`src/rtl/mm_pkg.sv`:
```
// Shared types for the matrix-multiply job scheduler: FSM encoding, status record, width helpers.
package mm_pkg;

  localparam int unsigned TagW = 4;

  typedef enum logic [2:0] {
    StIdle,
    StStart,
    StRun,
    StReport,
    StDrain,
    StAbort
  } state_e;

  typedef struct packed {
    logic [TagW-1:0] tag;
    logic            error;
  } sts_t;

  function automatic int unsigned mem_addr_w(input int unsigned l_ram_size,
                                             input int unsigned bank_w);
    return bank_w + 2 * l_ram_size + 1;
  endfunction

  // Smallest width that still holds timeout-1.
  function automatic int unsigned wd_w(input int unsigned timeout);
    return (timeout > 2) ? $clog2(timeout) : 1;
  endfunction

endpackage

```
`src/rtl/mm_cmd_fifo.sv`:
```
// First-word-fall-through command FIFO; Depth must be a power of two, at least 2.
module mm_cmd_fifo #(
  parameter int unsigned Width = 6,
  parameter int unsigned Depth = 4
) (
  input  logic             clk,
  input  logic             reset,
  input  logic             i_push,
  input  logic [Width-1:0] i_data,
  input  logic             i_pop,
  output logic [Width-1:0] o_data,
  output logic             o_full,
  output logic             o_empty,
  output logic             o_empty_nxt
);

  localparam int unsigned PtrW = (Depth > 1) ? $clog2(Depth) : 1;
  localparam int unsigned CntW = PtrW + 1;

  logic [Width-1:0] r_mem [Depth];
  logic [PtrW-1:0]  r_wr_ptr, r_rd_ptr;
  logic [CntW-1:0]  r_count, w_count_d;
  logic             r_full, r_empty;
  logic             w_push, w_pop;

  assign w_push = i_push && !r_full;
  assign w_pop  = i_pop && !r_empty;

  always_comb begin
    w_count_d = r_count;
    if (w_push && !w_pop) begin
      w_count_d = r_count + 1'b1;
    end else if (!w_push && w_pop) begin
      w_count_d = r_count - 1'b1;
    end
  end

  // Pointers wrap naturally because Depth is a power of two.
  always_ff @(posedge clk or posedge reset) begin
    if (reset) begin
      r_wr_ptr <= '0;
      r_rd_ptr <= '0;
      r_count  <= '0;
      r_full   <= 1'b0;
      r_empty  <= 1'b1;
    end else begin
      r_count <= w_count_d;
      r_full  <= (w_count_d == CntW'(Depth));
      r_empty <= (w_count_d == '0);
      if (w_push) r_wr_ptr <= r_wr_ptr + 1'b1;
      if (w_pop)  r_rd_ptr <= r_rd_ptr + 1'b1;
    end
  end

  always_ff @(posedge clk) begin
    if (w_push) r_mem[r_wr_ptr] <= i_data;
  end

  assign o_data      = r_mem[r_rd_ptr];
  assign o_full      = r_full;
  assign o_empty     = r_empty;
  assign o_empty_nxt = (w_count_d == '0);

endmodule

```
`src/rtl/mm_scheduler.sv`:
```
// Queues {bank, tag} jobs, sequences the multiplier core through each one with a RUN watchdog,
// and steers the core's memory port onto the job's BRAM bank.
module mm_scheduler
  import mm_pkg::*;
#(
  parameter int unsigned L_RAM_SIZE     = 3,
  parameter int unsigned BITWIDTH       = 32,
  parameter int unsigned BANK_W         = 2,
  parameter int unsigned FIFO_DEPTH     = 4,
  parameter int unsigned TIMEOUT_CYCLES = 4096,
  localparam int unsigned AddrW         = mem_addr_w(L_RAM_SIZE, BANK_W)
) (
  input  logic                  clk,
  input  logic                  reset,
  input  logic                  cmd_valid,
  output logic                  cmd_ready,
  input  logic [BANK_W-1:0]     cmd_bank,
  input  logic [TagW-1:0]       cmd_tag,
  output logic                  sts_valid,
  input  logic                  sts_ready,
  output logic [TagW-1:0]       sts_tag,
  output logic                  sts_error,
  output logic                  core_start,
  output logic                  core_rst,
  input  logic                  core_done,
  input  logic [2*L_RAM_SIZE:0] core_addr,
  input  logic                  core_we,
  input  logic [BITWIDTH-1:0]   core_wrdata,
  output logic [BITWIDTH-1:0]   core_rddata,
  output logic [AddrW-1:0]      mem_addr,
  output logic                  mem_we,
  output logic [BITWIDTH-1:0]   mem_wrdata,
  input  logic [BITWIDTH-1:0]   mem_rddata,
  output logic                  busy
);

  localparam int unsigned WdW = wd_w(TIMEOUT_CYCLES);
  localparam logic [WdW-1:0] WdLimit = WdW'(TIMEOUT_CYCLES - 1);

  state_e                   r_state, w_state_d;
  logic [BANK_W-1:0]        r_bank;
  sts_t                     r_sts;
  logic                     w_err_d;
  logic [WdW-1:0]           r_wd, w_wd_d;
  logic                     r_abort_cnt, w_abort_cnt_d;
  logic                     r_core_start, r_core_rst, r_sts_valid, r_mem_en, r_busy;
  logic                     w_pop, w_fifo_full, w_fifo_empty, w_fifo_empty_nxt;
  logic [BANK_W+TagW-1:0]   w_fifo_head;

  mm_cmd_fifo #(
    .Width (BANK_W + TagW),
    .Depth (FIFO_DEPTH)
  ) u_cmd_fifo (
    .clk         (clk),
    .reset       (reset),
    .i_push      (cmd_valid),
    .i_data      ({cmd_bank, cmd_tag}),
    .i_pop       (w_pop),
    .o_data      (w_fifo_head),
    .o_full      (w_fifo_full),
    .o_empty     (w_fifo_empty),
    .o_empty_nxt (w_fifo_empty_nxt)
  );

  // A new job never starts while the core still reports done from the previous one.
  assign w_pop = (r_state == StIdle) && !w_fifo_empty && !core_done;

  always_comb begin
    w_state_d     = r_state;
    w_wd_d        = r_wd;
    w_abort_cnt_d = r_abort_cnt;
    w_err_d       = r_sts.error;
    unique case (r_state)
      StIdle: if (w_pop) w_state_d = StStart;
      StStart: begin
        w_wd_d    = '0;
        w_state_d = StRun;
      end
      StRun: begin
        w_abort_cnt_d = 1'b0;
        if (r_wd != '1) w_wd_d = r_wd + 1'b1;
        if (core_done) begin
          w_state_d = StReport;
          w_err_d   = 1'b0;
        end else if (r_wd == WdLimit) begin
          w_state_d = StAbort;
          w_err_d   = 1'b1;
        end
      end
      StAbort: begin
        w_abort_cnt_d = 1'b1;
        if (r_abort_cnt) w_state_d = StReport;
      end
      StReport: if (sts_ready) w_state_d = StDrain;
      StDrain:  if (!core_done) w_state_d = StIdle;
      default:  w_state_d = StIdle;
    endcase
  end

  // Outputs are registered from next-state so they are glitch-free and align with the state.
  always_ff @(posedge clk or posedge reset) begin
    if (reset) begin
      r_state      <= StIdle;
      r_bank       <= '0;
      r_sts        <= '0;
      r_wd         <= '0;
      r_abort_cnt  <= 1'b0;
      r_core_start <= 1'b0;
      r_core_rst   <= 1'b1;
      r_sts_valid  <= 1'b0;
      r_mem_en     <= 1'b0;
      r_busy       <= 1'b0;
    end else begin
      r_state     <= w_state_d;
      r_wd        <= w_wd_d;
      r_abort_cnt <= w_abort_cnt_d;
      r_sts.error <= w_err_d;
      if (w_pop) begin
        r_bank    <= w_fifo_head[BANK_W+TagW-1:TagW];
        r_sts.tag <= w_fifo_head[TagW-1:0];
      end
      r_core_start <= (w_state_d == StStart);
      r_core_rst   <= (w_state_d == StAbort);
      r_sts_valid  <= (w_state_d == StReport);
      r_mem_en     <= (w_state_d == StStart) || (w_state_d == StRun);
      r_busy       <= (w_state_d != StIdle) || !w_fifo_empty_nxt;
    end
  end

  assign cmd_ready   = !w_fifo_full;
  assign sts_valid   = r_sts_valid;
  assign sts_tag     = r_sts.tag;
  assign sts_error   = r_sts.error;
  assign core_start  = r_core_start;
  assign core_rst    = r_core_rst;
  assign busy        = r_busy;
  assign core_rddata = mem_rddata;
  assign mem_addr    = r_mem_en ? {r_bank, core_addr} : '0;
  assign mem_we      = r_mem_en && core_we;
  assign mem_wrdata  = r_mem_en ? core_wrdata : '0;

endmodule
```
`config.mk`:
```
export PLATFORM = sky130hd
export DESIGN_NAME = mm_scheduler
export DESIGN_NICKNAME = d
export VERILOG_FILES = /design/src/rtl/mm_pkg.sv /design/src/rtl/mm_cmd_fifo.sv /design/src/rtl/mm_scheduler.sv
export SDC_FILE = /design/constraint.sdc
export NUM_CORES = 1
export LEC_CHECK = 0
export CELL_PAD_IN_SITES_DETAIL_PLACEMENT = 0
export CELL_PAD_IN_SITES_GLOBAL_PLACEMENT = 1
export CORE_ASPECT_RATIO = 1.25
export CORE_MARGIN = 2
export CORE_UTILIZATION = 25
export DETAILED_ROUTE_END_ITERATION = 8
export DONT_BUFFER_PORTS = 1
export GPL_TIMING_DRIVEN = 0
export PLACE_DENSITY = 0.57
export SETUP_SLACK_MARGIN = 0.2
export SLEW_MARGIN = 20
export SYNTH_ARGS = -nofsm -noshare
export SYNTH_HDL_FRONTEND = slang
export SYNTH_HIERARCHICAL = 1
export SYNTH_SLANG_ARGS = --single-unit
```
`constraint.sdc`:
```
create_clock -name clk -period 3.3 [get_ports clk]
set_input_delay 0.66 -clock clk [delete_from_list [all_inputs] [get_ports clk]]
set_output_delay 0.66 -clock clk [all_outputs]
set_load 0.05 [all_outputs]
```
==> reports/qor.yml <==
sta:
  tns_ns: 0
  finalSetupViolCount: 0
  period_needed_ns: 2.70
  hold_viol: 0
  hold_ws_ns: 0.178
  slew_headroom: 0.392
  drv_slew: 0
  skew_ns: 0.00596
  rsz0062_at_grt: "no"
  max_freq_mhz: 370
  worst_pin_slew_ns: 0.905
  min_period_over_period: 0.819
cells_and_area:
  layout_common_cells: "and2_1, dfrtp_1, buf_4"
  syn2layout_area_growth_pct: 15.5
  layout_commonest_cell: "and2_1"
  nNetsFinal: 401
  drive_gt1_frac: 0.259
  fin_util: 0.293
  fin_cells: 490
  fillerInstances: 1431
critical_path:
  r2r_setup_slack_ns: 0.60
  critPathArrivalTime_ns: 2.91
  critical_path.max_stage_delay_ns: 0.47
  slowest_stage: "nor4_4"
  endpoint_kind: "register"
  critPathKind: "reg -> reg"
  crit_family: "simple AND/OR/NAND/NOR gates"
  crit_top_cell: "or2_2"
  path_max_fanout: 8
  cp_cell_sequence: "or2_2, nor4_4, nor2b_4, xnor2_1, a211oi_2, o21ba_1, nand2_1, or2_2"
  worstSetupStartpointType: "register"
  timing.critical_path.buf_inv: 0
  cp_data_required_time_ns: 3.51
power:
  swShare: 0.484
  p_int_mw: 1.99
  leakagePower_nw: 1.50
  ir_drop_mv: 0.460
  power_mw: 3.86
  seq_power_share: 0.334
  power.density_nw_per_um2: 1000
  power.switching_mw: 1.87
  p_clk_frac: 0.231
  pwr-share-comb: 0.435
clock_tree:
  clock-root-buffer: "clkbuf_16"
  clock_path_buffers: 2
  cts_tree: "yes"
  cts_buffers: 9
  clk_latency_ns: 0.33
  cts_num_sinks: 61
  clkTransAtPathRegs_ns: 0.06
  cts.htree.levels: 3
grt:
  grt_max_degree: 29
  grt_first_pass_wirelength_um: 12100
  grt_usage: 0.111
  grt_pass1_vias: 2197
  antenna_found_initial: 4
  gr-total-overflow: 0
placed_design:
  gp_congestion: 0.973
  port_buffers: 0
  dp_cells: 471
  dp_hpwl_um: 6050
synthesis:
  netlist_area_um2: 3340
  synth_cells: 300
  synth_edf_count: 24
  async_flop_share: 0.607
  ys_warn_count: 6
  syn_nets: 390
  ys.flop_type: "dfrtp_1"
  synth.distinct_cells: 57
  avgSynthCellArea_um2: 11.1
  synth-seq-area-share: 0.494
  ys_ff_latch: 61
detailed_routing:
  route.detailed.drc: 0
  ant_nets: 0
  routed_via_density: 4.49
  drt_iter0_markers: 131
  firstDrtPassIters: 4
  vias: 2198
  wirelength_um: 7760
  avgRoutedWirePerCell_um: 15.8
floorplanning:
  rows: 47
  ioPinCount: 167
  core_area_um2: 13200
  start_util: 0.254
  die_area_um2: 14300
  die_x_um: 107
  die_h_um: 133
run:
  cap_violations: 0
status:
  status: "complete, no violations"
min_path:
  hp-class: "in -> async"
## synthesized netlist by cell type (2+ instances only)
master	n	share of area
buf_2	2	0.0030
o21ai_0	9	0.013
dfrtp_1	35	0.26
nand4_1	6	0.011
o21a_1	2	0.0045
edfxtp_1	24	0.22
o211ai_1	4	0.0090
o31ai_1	3	0.0067
or2_2	2	0.0037
nor2_1	9	0.010
nand3b_1	2	0.0045
clkbuf_1	8	0.0090
nand2_1	13	0.015
ha_1	7	0.026
nor3_1	11	0.016
dfstp_2	2	0.016
nor4_1	4	0.0075
mux2i_1	3	0.0090
mux2_2	6	0.020
nor2b_1	3	0.0056
and2_1	46	0.086
inv_1	12	0.013
nor3_2	2	0.0060
buf_4	32	0.072
mux4_2	6	0.040
nand3_1	7	0.010
a21oi_1	4	0.0060
xnor2_1	6	0.016
nor2b_4	2	0.0082
## cell type report
class                      count  area (µm²)  share of cell area
antenna                        3        7.51             0.00195
buffer                        44         297              0.0769
clock buffer                   9         225              0.0584
clock inverter                 7        62.6              0.0162
inverter                      13        48.8              0.0127
multi-input combinational    182        1350               0.351
sequential                    61        1650               0.428
tap                          171         214              0.0555
## layer usage
layer | global-route usage | wire [µm] | up-vias
met4 | 0.0449 | 108 | 2
met1 | 0.138 | 3230 | 1059
met2 | 0.174 | 3880 | 74
li1 | - | - | 1052
met3 | 0.0386 | 527 | 11
met5 | 0 | 13 | -
## through the flow
stage | setup slack, ns | instance area [µm²]
final | 0.598 | 3860
after global routing | 0.340 | 3860
after CTS | 0.523 | 3850
after detailed placement | 0.00467 | 3550
after global placement | 0.00173 | 3550
after floorplan | 0.625 | 3340
## power by group through the flow
stage | registers [mW] | clock network [mW] | logic [mW]
2_1_floorplan | 1.25 | 0 | 1.46
3_3_place_gp | 1.30 | 0 | 1.68
3_5_place_dp | 1.31 | 0 | 1.69
4_1_cts | 1.30 | 0.917 | 1.70
5_1_grt | 1.32 | 0.947 | 1.82
6_report | 1.29 | 0.890 | 1.68
## state kept, by name, indices dropped and copies added, names as in the netlist, 2 cells and up
| register | count |
|---|---|
| u_cmd_fifo/r_wr_ptr | 2 |
| r_state | 3 |
| r_bank | 2 |
| sts_tag | 4 |
| r_wd | 12 |
| u_cmd_fifo/r_rd_ptr | 2 |
| u_cmd_fifo/r_count | 3 |
| u_cmd_fifo/r_mem | 24 |
## kinds of logic (layout without fill, tap and decap cells)
family / count (synthesis) / in the layout / share of synthesized area
XOR/XNOR: 6 / 6 / 0.0157
AO/OA/AOI/OAI: 34 / 34 / 0.0716
flip-flops: 61 / 61 / 0.494
AND/OR/NAND/NOR: 120 / 120 / 0.220
adder cells (fa/ha/maj): 7 / 7 / 0.0262
other: 0 / 3 / 0
buffers and inverters: 57 / 73 / 0.103
multiplexers: 15 / 15 / 0.0697
## final timing paths
check,from,end,depth (start not counted)
setup / recovery,r_state[2],busy,8
hold / removal,reset,u_cmd_fifo/o_full,1
setup reg to reg,r_state[2],busy,8
hold reg to reg,r_wd[5],r_wd[5],1
max in group asynchronous,reset,sts_tag[3],1
min in group clk,cmd_tag[2],u_cmd_fifo/r_mem[0][2],0
## worst reg2reg max path, cell delays in order (launching register included)
cell      delay, ns
dfrtp_1        0.45
or2_2          0.38
nor4_4         0.47
nor2b_4        0.33
xnor2_1        0.23
a211oi_2       0.14
o21ba_1        0.27
nand2_1        0.05
or2_2          0.27
## timing repair
| item | 4_1_cts | 5_1_grt |
|---|---|---|
| setup buffers | 0 | 0 |
| endpoints found under the setup margin | 1 | 0 |
| resized for setup | 1 | 0 |
| hold buffers | 0 | 0 |
Note: power is estimated with default switching activity, not from simulation.
